## config.mk

```make
export PLATFORM = sky130hd
export DESIGN_NAME = alu_pipe
export DESIGN_NICKNAME = d
export VERILOG_FILES = /design/src/rtl/alu_pipe.sv
export SDC_FILE = /design/constraint.sdc
export NUM_CORES = 1
export LEC_CHECK = 0
export CAP_MARGIN = 20
export CORE_MARGIN = 2
export CORE_UTILIZATION = 49
export CTS_CLUSTER_SIZE = 16
export DETAILED_ROUTE_END_ITERATION = 16
export PLACE_DENSITY_LB_ADDON = 0.08
export SKIP_LAST_GASP = 1
export SLEW_MARGIN = 20
export SYNTH_ARGS = -nofsm -noshare
export SYNTH_HDL_FRONTEND = slang
export SYNTH_SLANG_ARGS = --single-unit
```

## constraint.sdc

```tcl
create_clock -name CLK -period 2.5 [get_ports CLK]
set_input_delay 0.25 -clock CLK [delete_from_list [all_inputs] [get_ports CLK]]
set_output_delay 0.25 -clock CLK [all_outputs]
set_load 0.02 [all_outputs]
```

## src/rtl/alu_pipe.sv

```systemverilog
// Purpose: 8-op ALU with carry/zero flags followed by a STAGES-deep valid-tagged pipeline.
// Latency: STAGES cycles from input transfer to OUT_VALID; one result per cycle when unstalled.
// Backpressure: a held output (OUT_VALID && !OUT_READY) freezes every stage and drops IN_READY.
module alu_pipe #(
  parameter int WIDTH  = 8,
  parameter int STAGES = 2
) (
  input  logic             CLK,
  input  logic             RST_N,
  input  logic [WIDTH-1:0] A,
  input  logic [WIDTH-1:0] B,
  input  logic [2:0]       OP,
  input  logic             IN_VALID,
  output logic             IN_READY,
  output logic [WIDTH-1:0] Y,
  output logic             CO,
  output logic             Z,
  output logic             OUT_VALID,
  input  logic             OUT_READY,
  output logic [15:0]      TXN_CNT
);

  logic             adv;
  logic [WIDTH:0]   sum;
  logic [WIDTH:0]   diff;
  logic [WIDTH-1:0] res;
  logic             res_co;

  logic [STAGES-1:0] vld;
  logic [STAGES-1:0] co_q;
  logic [STAGES-1:0] z_q;
  logic [WIDTH-1:0]  y_q [STAGES];

  // Extra top bit gives carry for ADD and borrow (A < B unsigned) for SUB.
  assign sum  = {1'b0, A} + {1'b0, B};
  assign diff = {1'b0, A} - {1'b0, B};

  // Combinational ALU result and carry/borrow flag.
  always_comb begin
    res    = '0;
    res_co = 1'b0;
    case (OP)
      3'd0: res = ~A;
      3'd1: res = ~(A & B);
      3'd2: res = A & B;
      3'd3: res = A | B;
      3'd4: res = A ^ B;
      3'd5: begin
        res    = sum[WIDTH-1:0];
        res_co = sum[WIDTH];
      end
      3'd6: begin
        res    = diff[WIDTH-1:0];
        res_co = diff[WIDTH];
      end
      default: res = B;
    endcase
  end

  assign OUT_VALID = vld[STAGES-1];
  assign Y         = y_q[STAGES-1];
  assign CO        = co_q[STAGES-1];
  assign Z         = z_q[STAGES-1];

  // The whole pipe advances unless the last stage holds a result nobody is taking.
  assign adv      = !(OUT_VALID && !OUT_READY);
  assign IN_READY = adv;

  // Stage registers: stage 0 captures the ALU result, later stages only delay it.
  // Data only loads behind a valid bit so bubbles never disturb the held outputs.
  always_ff @(posedge CLK) begin
    if (!RST_N) begin
      vld  <= '0;
      co_q <= '0;
      z_q  <= '0;
      for (int s = 0; s < STAGES; s++) begin
        y_q[s] <= '0;
      end
    end else if (adv) begin
      vld[0] <= IN_VALID;
      if (IN_VALID) begin
        y_q[0]  <= res;
        co_q[0] <= res_co;
        z_q[0]  <= (res == '0);
      end
      for (int s = 1; s < STAGES; s++) begin
        vld[s] <= vld[s-1];
        if (vld[s-1]) begin
          y_q[s]  <= y_q[s-1];
          co_q[s] <= co_q[s-1];
          z_q[s]  <= z_q[s-1];
        end
      end
    end
  end

  // Completed output transfers, free-running 16-bit wrap.
  always_ff @(posedge CLK) begin
    if (!RST_N) begin
      TXN_CNT <= 16'd0;
    end else if (OUT_VALID && OUT_READY) begin
      TXN_CNT <= TXN_CNT + 16'd1;
    end
  end

endmodule

```

# Word-level counts from Yosys, hierarchy flattened
# Memories as Yosys holds them, arrays and structs flattened.
# Index checks and enable logic that the tools add are counted.
# classes
addsub	3
n_eq_ne	6
muxes	13
bitwise	8
n_reduce_logical	8
# ops
op	n
$pmux W8 S7	1
$add A16 B1 Y16 const B	1
$mux W8	2
$not A8 Y8	2
$add A8 B8 Y9	1
$eq A3 B3 Y1 const B	3
$mux W1	9
$sub A8 B8 Y9	1
$and A8 B8 Y8	1
$logic_not A8 Y1	1
$or A8 B8 Y8	1
$xor A8 B8 Y8	1
$eq A3 B2 Y1 const B	2
$reduce_and A2 Y1	2
$eq A3 B1 Y1 const B	1
$logic_not A3 Y1	1
$logic_and A1 B1 Y1	2
$logic_not A1 Y1	2
$or A1 B1 Y1	2
$pmux W1 S2	1
$not A1 Y1	1
# word_totals
ff_bits	22
ramBits	16
input_bits	23
out_inout_bits	28
elab_cells	45
memories	1
# mem_list
name	depth	word_bits	rd	rd_ports_with_merged_regs	wr	line	source
y_q	2	8	2	0	2	32	logic [WIDTH-1:0] y_q [STAGES];

# Depth between registers and ports, before layout
# Gate-level depths: netlist (run 1).
# logic_depth
ltp_word	6
depth_mapped	10
mapped_depth_nobuf	10

# Least setup slack after synthesis (run 1)
# No wires, ideal clock.
# synth_path
path_type	input -> register
start	in A[0]
end	reg z_q[0]
setup_time_ns	0.084
arrival_time_ns	2.287
required_time_ns	2.416
path_slack_ns	0.129
stages	9
path_buffers	0
cell_sequence	ha_1 > fa_1 > a21o_1 > a21oi_1 > o21ai_0 > xnor2_1 > o32a_1 > or4b_1 > o31ai_2
# synth_via
elab_chain_len	4
elab_cells_between_ends	9
cone_classes	add/sub (2); mux (1); bitwise (5); reduce/logical (1)
# synth_lines
element	line	source
start: declaration	10	input logic [WIDTH-1:0] A,
parallel branches: the longest is 2 deep, another holds $sub A8 B8 Y9	-	
$pmux W8 S7 *	42	case (OP)
$logic_not A8 Y1 *	84	z_q[0] <= (res == '0);
end signal: assignment	84	
end signal: indexed assignment	91	z_q[s] <= z_q[s-1];
end: declaration	31	logic [STAGES-1:0] z_q;
# Mark *: on every way between the ends.
# A chain may end at the register's enable or synchronous reset.

# Worst setup path after layout (run 1)
# Same ends and word-level chain as after synthesis.

==> results of run 1 <==
-- cells in the mapped netlist, drive strengths merged (6+ instances only) --
library cell	n
nand2	30
nor2	27
inv	26
and2	25
ha	25
dfxtp	22
o21ai	19
buf	18
a21oi	16
edfxtp	16
xnor2	14
nand3	13
a211oi	10
nor2b	8
clkbuf	7
a21boi	6
-- logic make-up after synthesis --
group | count (synthesis) | synth area share, %
buffers and inverters | 52 | 8.46
multiplexers | 5 | 2.13
adder cells (fa/ha/maj) | 27 | 11.8
AO/OA/AOI/OAI | 84 | 19.1
AND/OR/NAND/NOR | 133 | 23.2
flip-flops | 38 | 30.7
XOR/XNOR | 16 | 4.67
-- layout make-up --
class                           instances  area [um2]  area share, %
Clock buffer                            6        82.6           1.98
Clock inverter                          2        11.3          0.269
Multi-Input combinational cell        265        1930           46.2
Sequential cell                        38         921           22.0
Tap cell                               75        93.8           2.24
Timing Repair Buffer                  120        1040           24.9
Inverter                               27         101           2.42
-- routing by layer --
layer,track usage (%),share of wire [%],up-vias
met5,0,0,-
met4,7.00,1.5,0
met3,2.72,3.4,8
met2,42.8,53,72
met1,26.2,42,1347
li1,-,-,1437
-- path summary, 6_finish.rpt --
kind	start	to	slack [ns]	cells after the start
hold reg to reg	z_q[0]$_SDFFE_PN0P_	z_q[0]$_SDFFE_PN0P_	0.48	2
setup / recovery	A[0]	z_q[0]$_SDFFE_PN0P_	0.10	8
hold / removal	z_q[0]$_SDFFE_PN0P_	z_q[0]$_SDFFE_PN0P_	0.48	2
setup reg to reg	vld[1]$_SDFFE_PN0N_	z_q[0]$_SDFFE_PN0P_	0.75	6
-- power groups by stage --
| stage | logic [mW] | registers, mW | clock network, mW |
|---|---|---|---|
| 5_1_grt | 0.589 | 0.691 | 0.465 |
| 2_1_floorplan | 0.280 | 0.702 | 0 |
| 3_5_place_dp | 0.498 | 0.703 | 0 |
| 3_3_place_gp | 0.491 | 0.701 | 0 |
| 6_report | 0.539 | 0.689 | 0.430 |
| 4_1_cts | 0.516 | 0.689 | 0.441 |
-- worst max-delay path: stages --
cell	delay, ns
clkdlybuf4s15_1	0.20
ha_2	0.21
fa_1	0.46
mux4_2	0.48
a21oi_2	0.19
nand4_1	0.12
or4b_1	0.50
o31ai_2	0.21
-- state kept, by name, indices dropped and copies added, names as in the netlist --
| name | flops |
|---|---|
| co_q | 2 |
| vld | 2 |
| y_q | 16 |
| z_q | 2 |
| TXN_CNT | 16 |
-- per-stage QoR --
stage          cells  utilization, %  TNS [ns]  power, mW  area [um2]
2_1_floorplan    355               -         0      0.983        3000
3_3_place_gp     521            66.5     -1.31       1.19        3940
3_5_place_dp     521            66.5     -1.67       1.20        3940
4_1_cts          530            69.1         0       1.65        4090
5_1_grt          533            70.6   -0.0378       1.75        4180
6_report         533            70.6         0       1.66        4180
-- repair_timing --
item                       in CTS  in global routing
hold buffers                    0                  0
setup endpoints to repair       2                  2
buffers inserted                1                  3
gates resized for setup        15                 24
pin swaps                       7                 16
==> metrics.md, run 1 <==
| Metric | Value |
|---|---|
| Final worst clock skew | `0.00950 ns` |
| Fill cell count | `494` |
| Peak VDD IR | `0.000368 V` |
| Share of Yosys cell area claimed by the top area cell type | `16.0%` |
| Hold Crit Class | `reg -> reg` |
| Setup crit end kind | `flip-flop` |
| Max-capacitance violation count | `0` |
| Antenna diode count | `0` |
| Layout cells sized above 1 | `23.1%` |
| Synth area leaders | `edfxtp_1 16%, dfxtp_1 15%, ha_1 10%` |
| Transition time at the pin with the least slew margin | `0.492 ns` |
| Data arrival time of the critical path | `2.61 ns` |
| Weighted congestion at the end of routability-driven global placement | `0.944` |
| Critical-path maximum fanout | `3` |
| Combinational share of power | `32.5%` |
| Share of power burned in registers | `41.5%` |
| Post-synthesis instance area | `0.00300 mm2` |
| CTS Buffer Depth | `2` |
| Clock transition at path regs | `0.07 ns` |
| Post-synthesis register bit count | `38` |
| Leakage power of the design | `1.83 nW` |
| Element type at the critical path start | `primary input` |
| CTS root buf | `clkbuf_8` |
| Maximum number of pins on one net before global-route repair | `27` |
| Post-Route Hold Slack | `0.480 ns` |
| Number of pins with negative max-slew slack in the final report | `0` |
| GR Overflow Total | `0` |
| Die Footprint | `0.00677 mm2` |
| Depth of the CTS H-tree | `2` |
| Latest clock arrival within the worst-skew pair | `0.29 ns` |
| Vias/cell | `5.37` |
| Net count of the mapped netlist | `405` |
| Ports placed on the boundary | `51` |
| Fmax achieved | `417 MHz` |
| Number of synthesized flops with an enable pin | `16` |
| Mean area per synthesized cell | `8.45 um2` |
| Post-detailed-route wirelength per cell | `13.8 um` |
| DRT iter0 DRCs | `130` |
| Fraction of the cycle the final worst path needs | `95.9%` |
| Area growth from synthesis to final layout | `39.3%` |
| Clock tree from TritonCTS | `built` |
| Number of sinks driven by the clock tree | `38` |
| Detailed-router iteration count before antenna repair | `4` |
| Detailed Place HPWL | `5750 um` |
| Width of the chip | `82.3 um` |
| Total power density per cell area | `396 mW/mm2` |
| Top FF cell, synth | `dfxtp_1` |
| FP Rows | `28` |
| Most common cell after layout, fill and taps aside | `buf_4` |
| Antenna violations before repair | `0` |
| Count of warnings emitted by yosys | `0` |
| Start-to-end type of the worst setup path | `in -> reg` |
| Global router's overall resource usage | `22.6%` |
| Cell type with the largest total area after synthesis | `edfxtp_1` |
| Setup violation total in the final timing report | `0` |
| Total internal power | `1.18 mW` |
| Cts bufs inserted | `5` |
| Final wirelength | `7360 um` |
| Count of antenna-violating nets left after detailed routing | `0` |
| Initial Utilization | `50.7%` |
| Highest-count cells in the layout ignoring fill and taps | `69 x buf_4, 40 x clkdlybuf4s50_1, 30 x nand2_1` |
| Outcome | `completed` |
| Wire length of the first global-routing pass | `11,800 um` |
| Count of final hold-check violations | `0` |
| Count of distinct cell types in the synthesized netlist | `61` |
| Final WS setup | `0.101 ns` |
| Worst slew margin relative to its limit | `67.1%` |
| DRC viols | `0` |
| Final #Nets | `507` |
| Final critical-path required period | `2.40 ns` |
| Gate count of the mapped netlist | `355` |
| Switching Power | `0.482 mW` |
| Switching share of power | `29.1%` |
| Async SR Flop Fraction | `0%` |
| Area inside the core boundary | `0.00592 mm2` |
| Sequential fraction of the synthesis area | `30.7%` |
| Total number of vias | `2,864` |
| Setup slack after placement | `-0.504 ns` |
| Crit path required time | `2.71 ns` |
| Number of port buffers | `50` |
| Vias in the first global route | `2,710` |
| Vertical die dimension | `82.3 um` |
| Clock Power Share | `26.0%` |
(Power assumes the default switching activity.)
==> run 2: changes to the inputs <==
- SKIP_LAST_GASP: 1 -> not set
==> results of run 2 <==
Final layout, timing and power as in run 1 (identical DEF).
==> run 3: changes to the inputs <==
- CAP_MARGIN: 20 -> 25
==> results of run 3 <==
Final layout, timing and power as in run 1 (identical DEF).
